$ cat config.mk
export PLATFORM = sky130hd
export DESIGN_NAME = slow_frame_receiver
export DESIGN_NICKNAME = d
export VERILOG_FILES = /design/src/rtl/slow_link_pkg.sv /design/src/rtl/slow_crc8.sv /design/src/rtl/slow_frame_receiver.sv
export SDC_FILE = /design/constraint.sdc
export NUM_CORES = 1
export LEC_CHECK = 0
export CAP_MARGIN = 5
export CORE_MARGIN = 4
export CORE_UTILIZATION = 49
export CTS_BUF_LIST = sky130_fd_sc_hd__clkbuf_4 sky130_fd_sc_hd__clkbuf_8 sky130_fd_sc_hd__clkbuf_16
export DETAILED_ROUTE_END_ITERATION = 10
export PLACE_DENSITY = 0.76
export SLEW_MARGIN = 5
export SYNTH_ARGS = -nofsm -noshare
export SYNTH_HDL_FRONTEND = slang
export SYNTH_SLANG_ARGS = --single-unit
$ cat constraint.sdc
create_clock -name clk -period 2.32 [get_ports clk]
set_input_delay 0.232 -clock clk [delete_from_list [all_inputs] [get_ports clk]]
set_output_delay 0.232 -clock clk [all_outputs]
set_load 0.01 [all_outputs]
$ cat src/rtl/slow_link_pkg.sv
// Shared types and constants for the slow serial link (transmitter and receiver).
// SLOW_LINK_CRC_EN adds the trailing CRC-8 byte and the CHECK state.
package slow_link_pkg;

   localparam int PAYLOAD_BYTES = 16;
   localparam logic [7:0] CRC8_POLY = 8'h07;

   typedef logic [8*PAYLOAD_BYTES-1:0] payload_t;

`ifdef SLOW_LINK_CRC_EN
   typedef enum logic [1:0] {HUNT, PAYLOAD, CHECK} rx_state_t;
`else
   typedef enum logic [1:0] {HUNT, PAYLOAD} rx_state_t;
`endif

endpackage

$ cat src/rtl/slow_crc8.sv
// Combinational byte-wise CRC-8 update, MSB first, polynomial CRC8_POLY.
module slow_crc8
   import slow_link_pkg::*;
(
   input  logic [7:0] crc_in,
   input  logic [7:0] byte_in,
   output logic [7:0] crc_out
);

   logic [7:0] stage [0:8];

   assign stage[0] = crc_in ^ byte_in;

   // One shift/XOR step per bit of the incoming byte.
   generate
      for (genvar gi = 0; gi < 8; gi++) begin : g_bit
         assign stage[gi+1] = stage[gi][7] ? ({stage[gi][6:0], 1'b0} ^ CRC8_POLY)
                                           : {stage[gi][6:0], 1'b0};
      end
   endgenerate

   assign crc_out = stage[8];

endmodule

$ cat src/rtl/slow_frame_receiver.sv
// Rebuilds 16-byte payload frames from the decoded CDR word stream, with error
// reporting and saturating statistics. Optional CRC-8 trailer under SLOW_LINK_CRC_EN.
module slow_frame_receiver
   import slow_link_pkg::*;
#(
   parameter int WORD_TIMEOUT = 1023
)
(
   input  logic        clk,
   input  logic        reset_n,
   input  logic        word_tick_i,
   input  logic [7:0]  data_i,
   input  logic        comma_i,
   input  logic        error_i,
   output payload_t    payload_o,
   output logic        frame_tick_o,
   output logic        frame_error_o,
   output logic [15:0] good_cnt_o,
   output logic [15:0] err_cnt_o
);

   localparam int TIMER_W = $clog2(WORD_TIMEOUT + 1);

   rx_state_t          state_reg, state_next;
   logic [3:0]         byte_cnt_reg, byte_cnt_next;
   payload_t           shadow_reg, shadow_next;
   logic [TIMER_W-1:0] timer_reg, timer_next;
   payload_t           payload_reg, payload_next;
   logic               frame_tick_reg, frame_tick_next;
   logic               frame_error_reg, frame_error_next;
   logic [15:0]        good_cnt_reg, good_cnt_next;
   logic [15:0]        err_cnt_reg, err_cnt_next;
   logic               commit, reject;

`ifdef SLOW_LINK_CRC_EN
   logic [7:0] crc_reg, crc_next, crc_upd;

   slow_crc8 u_crc (
      .crc_in  (crc_reg),
      .byte_in (data_i),
      .crc_out (crc_upd)
   );
`endif

   always_comb begin
      state_next       = state_reg;
      byte_cnt_next    = byte_cnt_reg;
      shadow_next      = shadow_reg;
      timer_next       = timer_reg;
      payload_next     = payload_reg;
      frame_tick_next  = 1'b0;
      frame_error_next = 1'b0;
      good_cnt_next    = good_cnt_reg;
      err_cnt_next     = err_cnt_reg;
      commit           = 1'b0;
      reject           = 1'b0;
`ifdef SLOW_LINK_CRC_EN
      crc_next         = crc_reg;
`endif

      if (state_reg == HUNT) begin
         timer_next = '0;
         // A comma flagged as a code error is not trusted as a frame start.
         if (word_tick_i && comma_i && !error_i) begin
            state_next    = PAYLOAD;
            byte_cnt_next = '0;
            shadow_next   = '0;
`ifdef SLOW_LINK_CRC_EN
            crc_next      = '0;
`endif
         end
      end else if (word_tick_i) begin
         timer_next = '0;
         if (error_i) begin
            reject     = 1'b1;
            state_next = HUNT;
         end else if (comma_i) begin
            // Resync: the comma itself opens the next frame.
            reject        = 1'b1;
            state_next    = PAYLOAD;
            byte_cnt_next = '0;
            shadow_next   = '0;
`ifdef SLOW_LINK_CRC_EN
            crc_next      = '0;
`endif
         end else begin
            case (state_reg)
               PAYLOAD: begin
                  shadow_next[{byte_cnt_reg, 3'b000} +: 8] = data_i;
                  byte_cnt_next = byte_cnt_reg + 4'd1;
`ifdef SLOW_LINK_CRC_EN
                  crc_next = crc_upd;
                  if (byte_cnt_reg == 4'(PAYLOAD_BYTES - 1)) begin
                     state_next = CHECK;
                  end
`else
                  if (byte_cnt_reg == 4'(PAYLOAD_BYTES - 1)) begin
                     commit     = 1'b1;
                     state_next = HUNT;
                  end
`endif
               end
`ifdef SLOW_LINK_CRC_EN
               CHECK: begin
                  commit     = (data_i == crc_reg);
                  reject     = (data_i != crc_reg);
                  state_next = HUNT;
               end
`endif
               default: state_next = HUNT;
            endcase
         end
      end else if (timer_reg == TIMER_W'(WORD_TIMEOUT)) begin
         reject     = 1'b1;
         state_next = HUNT;
      end else begin
         timer_next = timer_reg + 1'b1;
      end

      if (commit) begin
         payload_next    = shadow_next;
         frame_tick_next = 1'b1;
         if (good_cnt_reg != 16'hFFFF) good_cnt_next = good_cnt_reg + 16'd1;
      end
      if (reject) begin
         frame_error_next = 1'b1;
         if (err_cnt_reg != 16'hFFFF) err_cnt_next = err_cnt_reg + 16'd1;
      end
   end

   always_ff @(posedge clk or negedge reset_n) begin
      if (!reset_n) begin
         state_reg       <= HUNT;
         byte_cnt_reg    <= '0;
         shadow_reg      <= '0;
         timer_reg       <= '0;
         payload_reg     <= '0;
         frame_tick_reg  <= 1'b0;
         frame_error_reg <= 1'b0;
         good_cnt_reg    <= '0;
         err_cnt_reg     <= '0;
`ifdef SLOW_LINK_CRC_EN
         crc_reg         <= '0;
`endif
      end else begin
         state_reg       <= state_next;
         byte_cnt_reg    <= byte_cnt_next;
         shadow_reg      <= shadow_next;
         timer_reg       <= timer_next;
         payload_reg     <= payload_next;
         frame_tick_reg  <= frame_tick_next;
         frame_error_reg <= frame_error_next;
         good_cnt_reg    <= good_cnt_next;
         err_cnt_reg     <= err_cnt_next;
`ifdef SLOW_LINK_CRC_EN
         crc_reg         <= crc_next;
`endif
      end
   end

   assign payload_o     = payload_reg;
   assign frame_tick_o  = frame_tick_reg;
   assign frame_error_o = frame_error_reg;
   assign good_cnt_o    = good_cnt_reg;
   assign err_cnt_o     = err_cnt_reg;

endmodule

* Yosys cells after proc, flatten, opt, wreduce, memory -nomap -nowiden
Cells that the tools add are included.
** Word-level totals
- Bits in registers :: 306
- Bits of input ports :: 13
- Output and inout port bits :: 162
- Word-level logic and storage cells :: 73
** Operators by class
- Add/subtract/negate cells :: 5
- Equality and inequality tests :: 9
- Shifts and indexed selects :: 2
- Mux-type cells :: 37
- Reduce and logical (&&, ||, !) cells :: 11
** Operators with widths (count)
- 128-bit two-way mux :: 6
- 128-bit bitwise mux :: 1
- 8-bit by 9-bit variable shift with 128-bit output, first input constant :: 1
- 8-bit by 9-bit variable part select with 128-bit output :: 1
- 16-bit by 1-bit adder with 16-bit output, second input constant :: 2
- 16-bit != test, second input constant :: 2
- 10-bit two-way mux :: 3
- 4-bit two-way mux :: 6
- 2-bit two-way mux :: 8
- 1-bit two-way mux :: 13
- 10-bit by 1-bit adder with 10-bit output, second input constant :: 1
- 10-bit == test, second input constant :: 1
- 7-bit negator with 9-bit output :: 1
- 6-bit != test, second input constant :: 1
- 3-bit nonzero test :: 2
- 4-bit by 1-bit adder with 4-bit output, second input constant :: 1
- 4-bit == test, second input constant :: 1
- 2-bit by 1-bit != test with 1-bit output, second input constant :: 2
- 2-bit AND reduction :: 2
- 4-bit AND reduction :: 1
- 3-bit != test, second input constant :: 1
- 3-bit AND reduction :: 1
- 2-bit by 1-bit == test with 1-bit output, second input constant :: 1
- 1-bit logical AND :: 2
- other kinds (3) :: 3

* Depth between registers and ports, before layout
Gate-level depths: netlist of run 1.
- Depth after elaboration :: 8
- Gate-level depth with buffers :: 10
- Mapped depth without buffers :: 7

* Least setup slack after synthesis of run 1
Ideal clock, no wire load.
- Path kind :: register to register
- Start point :: register byte_cnt_reg[0]
- End point :: register payload_reg[100] (netlist: payload_o[100])
- Arrival time :: 2.225 ns
- Required time :: 2.195 ns
- Slack :: -0.030 ns
- Stages on the path, launching flop included :: 8
- Cells stage by stage :: dfrtp_1 > inv_1 > ha_1 > or3b_1 > a2111oi_2 > o21ai_2 > a22o_1 > mux2_2
** Between the ends
- Cells in the longest elaborated chain, start to end :: 8
- Elaborated cells between the ends (all ways) :: 16
- Classes of those cells :: add/sub (1); eq/ne (1); shift (2); mux (12)
** RTL lines
- start, declared :: line slow_frame_receiver.sv:25 : logic [3:0] byte_cnt_reg, byte_cnt_next;
- start signal, assigned :: line slow_frame_receiver.sv:147 : byte_cnt_reg <= byte_cnt_next;
- 7-bit negator with 9-bit output (*) :: line slow_frame_receiver.sv:89 : shadow_next[{byte_cnt_reg, 3'b000} +: 8] = data_i;
- 8-bit by 9-bit variable part select with 128-bit output or 8-bit by 9-bit variable shift with 128-bit output (tied branches) :: line slow_frame_receiver.sv:89
- 128-bit bitwise mux (*) :: line slow_frame_receiver.sv:89
- 128-bit two-way mux (*) :: line slow_frame_receiver.sv:87 : case (state_reg)
- 128-bit two-way mux (*) :: line slow_frame_receiver.sv:77 : end else if (comma_i) begin
- 128-bit two-way mux (*) :: line slow_frame_receiver.sv:74 : if (error_i) begin
- 128-bit two-way mux (*) :: line slow_frame_receiver.sv:72 : end else if (word_tick_i) begin
- 128-bit two-way mux (*) :: line slow_frame_receiver.sv:61 : if (state_reg == HUNT) begin
- named net shadow_next[100] :: line slow_frame_receiver.sv:26 : payload_t shadow_reg, shadow_next;
- end signal, assigned :: line slow_frame_receiver.sv:150 : payload_reg <= payload_next;
- end, declared :: line slow_frame_receiver.sv:28 : payload_t payload_reg, payload_next;
Mark *: on every way through the listed nets, which the timed path passes. The rest lies on a longest branch.
A chain may end at the register's enable or synchronous reset.

* Worst setup path in the final report of run 1
- Start point :: register byte_cnt_reg[0]
- End point :: register payload_reg[78] (netlist: payload_o[78])
** Between the ends
- Cells in the longest elaborated chain, start to end :: 8
- Elaborated cells between the ends (all ways) :: 16
- Classes of those cells :: add/sub (1); eq/ne (1); shift (2); mux (12)
** RTL lines (line)
- 7-bit negator with 9-bit output :: slow_frame_receiver.sv:89
- 8-bit by 9-bit variable part select with 128-bit output or 8-bit by 9-bit variable shift with 128-bit output (tied branches) :: slow_frame_receiver.sv:89
- 128-bit bitwise mux :: slow_frame_receiver.sv:89
- 128-bit two-way mux :: slow_frame_receiver.sv:87
- 128-bit two-way mux :: slow_frame_receiver.sv:77
- 128-bit two-way mux :: slow_frame_receiver.sv:74
- 128-bit two-way mux :: slow_frame_receiver.sv:72
- 128-bit two-way mux :: slow_frame_receiver.sv:61
Several ways; a longest one is shown, not always the timed one.

==> run summary, run 1 <==
Status -> completed
Detailed Place HPWL -> 21200 um
Critical path data arrival time -> 2680 ps
Post-synthesis cell count -> 1129
Area of the multi-input gates -> 0.00446 sq mm
Synth warn -> 0
Worst Path Required -> 2750 ps
Crit. path cell count -> 6
Ys flop type -> dfrtp_1
Vias in the first global route -> 9552
Routed wire length -> 31700 um
Layout net count -> 1359
Clk slew on worst S/H paths -> 60 ps
Largest cells by area after synthesis -> dfrtp_1, nand2_1, a22o_1
Critical-path top delay cell -> dfrtp_2
Top-count cell post-synth -> dfrtp_1
Post-synth EDFFs -> 0
Max clock buf depth -> 3
Top delay family on crit path -> compound AO/OA/AOI/OAI gates
Most used routing layer -> met2
GR Util met1 -> 32.5%
Pwr dens -> 721 mW/mm^2
Met2 Usage GRT -> 35.3%
Seq. cell area -> 0.00763 sq mm
Top post-synthesis cells by count -> dfrtp_1, nand2_1, a22o_1, o21ai_0, nor2_1
Post-synth top area share -> 61.9%
GRT overflow -> 0
H-tree depth -> 1
Crit path cell chain -> buf_12 > or3_4 > a211o_1 > a211o_4 > a32oi_1 > o21ai_1
Type of origin of the critical path -> flip-flop
Worst-Skew Late Latency -> 540 ps
Fillers -> 1917
CTS tree -> done
Fin. max-slew vios -> 0
Root buf cell -> clkbuf_16
Slew @ Worst Pin -> 683 ps
Met3 usage -> 4.03%
Asr flop ratio synth -> 100%
Crit Path Category -> flip-flop to flip-flop
Largest net degree at the start of global routing -> 88
R2R depth -> 6
# rows -> 57
Boundary Pins -> 175
Inserted Diodes -> 0
# setup viols final -> 0
Post CTS Setup Buffer Count -> 0
Die Wd -> 167 um
ANT nets after route -> 0
Hold Crit Class -> input port to async pin
Clk sinks -> 305
Layout area overhead -> 29.7%
First DRT Iteration DRCs -> 943
P_leak -> 0.00762 uW
Max_slew headroom -> 54.2%
Final Hold Vio Count -> 0
Critical path capture point type -> flip-flop
Worst stage delay on the critical path -> 430 ps
Total CTS buffers -> 31
Port-buffer cells -> 174
CP Buf/Inv Count -> 1
Synth cell types -> 58
CORE AREA -> 0.0245 sq mm
Unrepaired setup endpoints after global routing -> true
Drt wl/cell -> 18.8 um
Final Skew -> 10.5 ps
Post-route minimum period -> 2250 ps
Seq cells post-synth -> 305
Synth Cell Area -> 0.0123 sq mm
Vias/cell -> 5.61
Die Y -> 167 um
DRT Pass-1 Iters -> 8
Tot GR Track Use -> 22.2%
Remaining DRCs -> 0
Final Instance Area -> 0.0160 sq mm
Cell Area, Placed -> 0.0149 sq mm
Initial Util -> 50.3%
Total number of vias -> 9471
Fin crit share -> 97.1%
VDD IR max -> 568 uV
Max-Cap Viols -> 0
Achievable Freq -> 444 MHz
Tot Pwr -> 11500 uW
Avg Cell Area, Syn -> 10.9 sq um
Highest net fanout along the worst path -> 44
First-pass GRT wire length -> 51400 um
Syn_nets -> 1149
GP Congestion -> 0.862
Layout cell share with drive strength beyond 1 -> 13.2%
Initial antenna violation count -> 0
Sequential share of the synthesized area -> 61.9%
Die area -> 0.0278 sq mm
Yosys top cell by area -> dfrtp_1
## cell type report
cell class / count / area share (%)
Clock buffer: 37 / 5.25
Clock inverter: 20 / 1.34
Inverter: 18 / 0.438
Multi-Input combinational cell: 746 / 27.9
Sequential cell: 305 / 47.7
Tap cell: 324 / 2.53
Timing Repair Buffer: 237 / 14.9
## where the power goes
group          internal, uW  switching (uW)  total [uW]  leakage, uW
Sequential             5390            75.0        5470      0.00425
Combinational           365             614         980      0.00284
Clock                  3030            2060        5090     0.000526
Total                  8780            2750       11500      0.00762
## through the flow
step                      util, %  hold WS (ps)  instances  setup TNS (ps)  worst slack, ps
after floorplan                 -         -63.6       1129               0             26.7
after global placement       60.6           177       1629           -92.6            -15.6
after detailed placement     60.6           174       1629            -229            -37.1
after CTS                    64.9           212       1687               0             25.8
after global routing         65.2           232       1687            -403            -65.2
final                        65.2           201       1687               0             68.0
## cells by family after synthesis
family / share of synthesized area [%]
XOR/XNOR: 2.20
adder cells (fa/ha/maj): 0.710
flip-flops: 61.9
AO/OA/AOI/OAI: 13.4
buffers and inverters: 2.66
AND/OR/NAND/NOR: 15.8
multiplexers: 3.37
## final timing paths
path | startpoint | end | slack, ps
max | byte_cnt_reg[0] | payload_o[78] | 70
min | reset_n | good_cnt_o[11] | 200
max reg2reg | byte_cnt_reg[0] | payload_o[78] | 70
min reg2reg | payload_o[46] | payload_o[46] | 470
max in group asynchronous | reset_n | shadow_reg[78] | 1350
min in group clk | data_i[7] | shadow_reg[63] | 390
## layout by cell type (no fill, tap or decap), types with 3 or more instances in the layout
cell type / instances
o21ai_0: 58
dfrtp_1: 304
a31oi_1: 34
a41oi_1: 3
nand2b_1: 5
xnor2_1: 15
clkbuf_4: 3
and2_1: 4
nor2_1: 54
a32oi_2: 6
buf_4: 49
o21ai_1: 10
nor2b_1: 6
a22o_1: 64
mux2_2: 36
o2bb2ai_1: 16
bufinv_16: 4
clkbuf_16: 31
and3_1: 18
a21o_1: 6
buf_12: 13
nor3_1: 6
xor2_1: 16
clkinv_2: 11
clkinvlp_4: 3
and4_1: 5
ha_1: 7
nand3_1: 32
o21ai_2: 4
a21oi_1: 18
nand4_1: 25
inv_1: 17
clkbuf_8: 3
nand2_1: 261
clkdlybuf4s50_1: 173
## per-layer routing
| metal | vias up | wire length [um] |
|---|---|---|
| li1 | 4379 | - |
| met1 | 4731 | 14100 |
| met2 | 317 | 14800 |
| met3 | 44 | 2080 |
| met4 | 0 | 650 |
| met5 | - | 0 |
## timing repair
action	in CTS	in global routing
hold buffers	1	0
hold endpoints to repair	71	0
resized for setup	0	13
endpoints found under the setup margin	0	47
Note: power is estimated with default switching activity, not from simulation.
==> inputs of run 2 (changes only) <==
GPL_TIMING_DRIVEN = 0   (was default)
==> run 2 against run 1 <==
  * The run now ends with setup timing left
  * Hold slack improved by 110 ps
  * Cell count increased by 0.30%
  * Global-route usage increased by 0.48 points
  * Maximum frequency decreased by 3.1%
  * Highest routed layer unchanged
  * Largest cell class unchanged
  * Power increased by 4.0%
  * Largest power group is now the clock network
  * Sequential cell count unchanged
  * Sequential power about the same
  * Critical path depth unchanged
  * Count of clock-buffer cells in the layout decreased by 3
  * Worst setup slack got worse by 72 ps
==> run summary, run 2 (same netlist as run 1, synthesis figures left out) <==
First-pass GRT wire length -> 52000 um
Achievable Freq -> 430 MHz
VDD IR max -> 522 uV
Total number of vias -> 9651
Final Hold Vio Count -> 0
Power share of the sequential group -> 45.6%
Fin. max-slew vios -> 0
Max_slew headroom -> 41.0%
Type of origin of the critical path -> flip-flop
Remaining DRCs -> 0
Status -> complete, but fails checks
First DRT Iteration DRCs -> 703
Layout Cells excl Fill -> 1692
Hold WS -> 316 ps
ANT nets after route -> 0
Die area -> 0.0278 sq mm
Layout area overhead -> 29.5%
Die Y -> 167 um
# rows -> 57
Clk slew on worst S/H paths -> 70 ps
Initial Util -> 50.3%
Max-Cap Viols -> 0
Failing checks -> setup timing
Unrepaired setup endpoints after global routing -> true
GP Congestion -> 0.892
Commonest non-fill, non-tap cell in the layout -> dfrtp_1
DRT Pass-1 Iters -> 7
Sw Share -> 23.6%
Drt wl/cell -> 19.0 um
GRT overflow -> 0
Root buf cell -> clkbuf_16
Critical path data arrival time -> 2740 ps
Layout cell share with drive strength beyond 1 -> 12.8%
Port-buffer cells -> 174
Largest net degree at the start of global routing -> 110
Placed cells -> 1629
H-tree depth -> 1
Routed wire length -> 32100 um
Post-route minimum period -> 2320 ps
Die Wd -> 167 um
Crit Path Category -> flip-flop to flip-flop
Final setup margin -> -4.13 ps
Highest net fanout along the worst path -> 8
Combinational share of power -> 8.2%
Inserted Diodes -> 0
Layout net count -> 1364
Final Skew -> 7.08 ps
Worst-Skew Late Latency -> 550 ps
Final Instance Area -> 0.0160 sq mm
Critical path capture point type -> flip-flop
Vias/cell -> 5.70
P_leak -> 0.00757 uW
Vias in the first global route -> 9621
Clk sinks -> 305
# setup viols final -> 1
CORE AREA -> 0.0245 sq mm
Max clock buf depth -> 3
Internal -> 9170 uW
Tot GR Track Use -> 22.7%
Boundary Pins -> 175
Detailed Place HPWL -> 22100 um
Clock power share -> 46.1%
Total CTS buffers -> 31
CTS tree -> done
P_sw -> 2830 uW
Reg2reg setup slack -> -4 ps
Hold Crit Class -> input port to async pin
Initial antenna violation count -> 0
Most frequent cells in the layout -> dfrtp_1, nand2_1, clkdlybuf4s50_1, a22o_1, o21ai_0
Fin crit share -> 100%
Cell Area, Placed -> 0.0145 sq mm
Slew @ Worst Pin -> 886 ps
Worst Path Required -> 2740 ps
Pwr dens -> 751 mW/mm^2
Core Util, Final -> 65.1%
Tot Pwr -> 12000 uW
## run 2: cell count changes in the layout (fill, tap and decap cells not counted), sizes merged
cell and delta:
clkbuf +34, buf -32, bufinv +4, clkinv -1, clkinvlp +1, inv -1
## run 2: final cells by class
| class | instances | area [sq um] |
|---|---|---|
| clock inverter | 23 | 337 |
| clock buffer | 34 | 817 |
| tap | 324 | 405 |
| fill | 1951 | 8550 |
| sequential | 305 | 7630 |
| buffer | 56 | 273 |
| timing repair buffer | 186 | 1900 |
| multi-input combinational | 746 | 4550 |
| inverter | 18 | 70.1 |
## run 2: through the flow
step | TNS (ps) | worst slack (ps)
2_1_floorplan | 0 | 26.7
3_3_place_gp | -3691020 | -13080
3_5_place_dp | -65750 | -628
4_1_cts | -12.1 | -4.88
5_1_grt | -207 | -52.8
6_report | -4.13 | -4.13
## run 2: final timing paths
kind | startpoint | endpoint | cells past startpoint
setup / recovery | byte_cnt_reg[0] | payload_o[72] | 6
min in group clk | shadow_reg[31] | shadow_reg[31] | 2
setup reg to reg | byte_cnt_reg[0] | payload_o[72] | 6
hold reg to reg | shadow_reg[31] | shadow_reg[31] | 2
max in group asynchronous | reset_n | payload_o[81] | 3
hold / removal | reset_n | good_cnt_o[7] | 2
## run 2: metal layers
layer / wire length, um / GRT usage (%) / vias up
li1: - / - / 4396
met1: 13800 / 32.4 / 4820
met2: 15000 / 35.5 / 375
met3: 2600 / 5.85 / 60
met4: 781 / 5.44 / 0
met5: 0 / 0 / -
## run 2: worst max-delay path, cell delays in order, from the launching register on
cell,delay (ps)
dfrtp_2,480
buf_6,150
or3_4,420
a211o_4,380
a211o_4,390
a32oi_1,260
o21ai_1,100
## run 2: power groups by stage
stage	Sequential (uW)	Clock, uW	Combinational [uW]
after floorplan	5580	0	423
after global placement	5580	0	826
after detailed placement	5570	0	848
after CTS	5470	5610	930
after global routing	5490	5870	1060
final	5470	5540	988
## run 2: what timing repair did
item | in CTS | in global routing
hold buffers | 1 | 0
hold endpoints to repair | 95 | 0
pin swaps | 7 | 8
setup endpoints to repair | 172 | 187
gates resized for setup | 25 | 31
buffers inserted | 8 | 1
==> inputs of run 3 (changes only) <==
REMOVE_ABC_BUFFERS = 1   (was default)
==> run 3 against run 2 <==
  * The flow still finishes with violations (setup timing)
  * Clock skew up 3.1 ps
  * Count of clock-buffer cells in the layout up 14
  * Core utilization up 0.24 points
==> run summary, run 3 (same netlist as run 1, synthesis figures left out) <==
Slew @ Worst Pin -> 952 ps
Worst stage delay on the critical path -> 520 ps
# rows -> 57
H-tree depth -> 1
Die Y -> 167 um
R2R depth -> 8
Port-buffer cells -> 174
Critical-path top delay cell -> a211o_4
Layout net count -> 1336
Die area -> 0.0278 sq mm
Final Skew -> 10.1 ps
ANT nets after route -> 0
Status -> complete, but fails checks
Clk sinks -> 305
Inserted Diodes -> 0
Core Util, Final -> 65.4%
Post-route minimum period -> 2390 ps
DRT Pass-1 Iters -> 5
Hold Crit Class -> input port to async pin
Max-Cap Viols -> 0
Fin crit share -> 103%
Max_slew headroom -> 36.3%
CP Buf/Inv Count -> 3
FF-to-FF Start -> byte_cnt_reg[1]
Fillers -> 1934
Layout cell share with drive strength beyond 1 -> 13.8%
Highest net fanout along the worst path -> 8
Achievable Freq -> 418 MHz
GP Congestion -> 0.831
P_leak -> 0.00751 uW
Remaining DRCs -> 0
Initial antenna violation count -> 0
Vias in the first global route -> 9394
Detailed Place HPWL -> 19200 um
Layout area overhead -> 30.0%
Final Hold Vio Count -> 0
Die Wd -> 167 um
Crit Path Category -> flip-flop to flip-flop
Critical path data arrival time -> 2810 ps
Final setup margin -> -70.2 ps
Setup TNS -> -823 ps
Pwr dens -> 706 mW/mm^2
Largest net degree at the start of global routing -> 122
Reg2reg setup slack -> -70 ps
GRT overflow -> 0
Root buf cell -> clkbuf_16
VDD IR max -> 635 uV
Fin. max-slew vios -> 0
Drt wl/cell -> 18.9 um
Unrepaired setup endpoints after global routing -> true
Routed wire length -> 31500 um
Most frequent cells in the layout -> dfrtp_1, nand2_1, clkdlybuf4s50_1, a22o_1, o21ai_0
Crit path cell chain -> inv_1 > ha_4 > buf_4 > buf_4 > nand3_1 > a211o_4 > a32oi_2 > o21ai_1
Worst Path Required -> 2740 ps
Tot Pwr -> 11300 uW
Dpl ws -> -1410 ps
Max clock buf depth -> 3
# setup viols final -> 31
Failing checks -> setup timing
First-pass GRT wire length -> 51100 um
Critical path capture point type -> flip-flop
Tot GR Track Use -> 22.2%
Total number of vias -> 9453
Commonest non-fill, non-tap cell in the layout -> dfrtp_1
Initial Util -> 50.3%
Worst path most repeated cell -> buf_4
Clk slew on worst S/H paths -> 60 ps
Worst R2R End -> payload_o[79]
First DRT Iteration DRCs -> 695
Type of origin of the critical path -> flip-flop
CTS tree -> done
Boundary Pins -> 175
Total CTS buffers -> 30
CORE AREA -> 0.0245 sq mm
Worst-Skew Late Latency -> 550 ps
Top delay family on crit path -> compound AO/OA/AOI/OAI gates
Vias/cell -> 5.68
run 3: metal layers:
layer	vias to the layer above	wire [um]	global-route usage, %
li1	4358	-	-
met1	4722	14200	32.4
met2	315	14600	34.4
met4	0	841	7.08
met3	58	1810	3.63
met5	-	0	0
run 3: how the worst max path moves through the flow:
stage	from	end	slack (ps)	depth (start not counted)
floorplan	byte_cnt_reg[0]	payload_o[0]	-3140	5
global placement	reset_n	shadow_reg[37]	-11790	1
detailed placement	comma_i	payload_o[119]	-1410	6
CTS	byte_cnt_reg[0]	payload_o[103]	-20	7
global route	byte_cnt_reg[0]	payload_o[119]	-150	7
finish	byte_cnt_reg[1]	payload_o[79]	-70	8
run 3: repair_timing:
| action | CTS | global route |
|---|---|---|
| buffers inserted | 20 | 12 |
| hold endpoints to repair | 74 | 0 |
| endpoints found under the setup margin | 276 | 109 |
| cloned | 3 | 1 |
| hold buffers | 1 | 0 |
| pin swaps | 9 | 10 |
| resized for setup | 32 | 34 |
run 3: area by class of cell:
class / instances / area, sq um / share of cell area [%]
Multi-Input combinational cell: 748 / 4700 / 29.3
Tap cell: 324 / 405 / 2.53
Clock buffer: 48 / 953 / 5.94
Inverter: 18 / 91.3 / 0.569
Sequential cell: 305 / 7640 / 47.6
Clock inverter: 7 / 35.0 / 0.218
Timing Repair Buffer: 213 / 2210 / 13.8
run 3: power breakdown:
part | internal [uW] | switching (uW)
Combinational | 416 | 674
Clock | 2800 | 1950
Sequential | 5400 | 86.0
run 3: through the flow:
step           cells  hold slack, ps  area, sq um
2_1_floorplan   1069           -63.6        12100
3_3_place_gp    1567             452        14200
3_5_place_dp    1571             261        14300
4_1_cts         1650             269        15700
5_1_grt         1663             307        16000
6_report        1663             250        16000
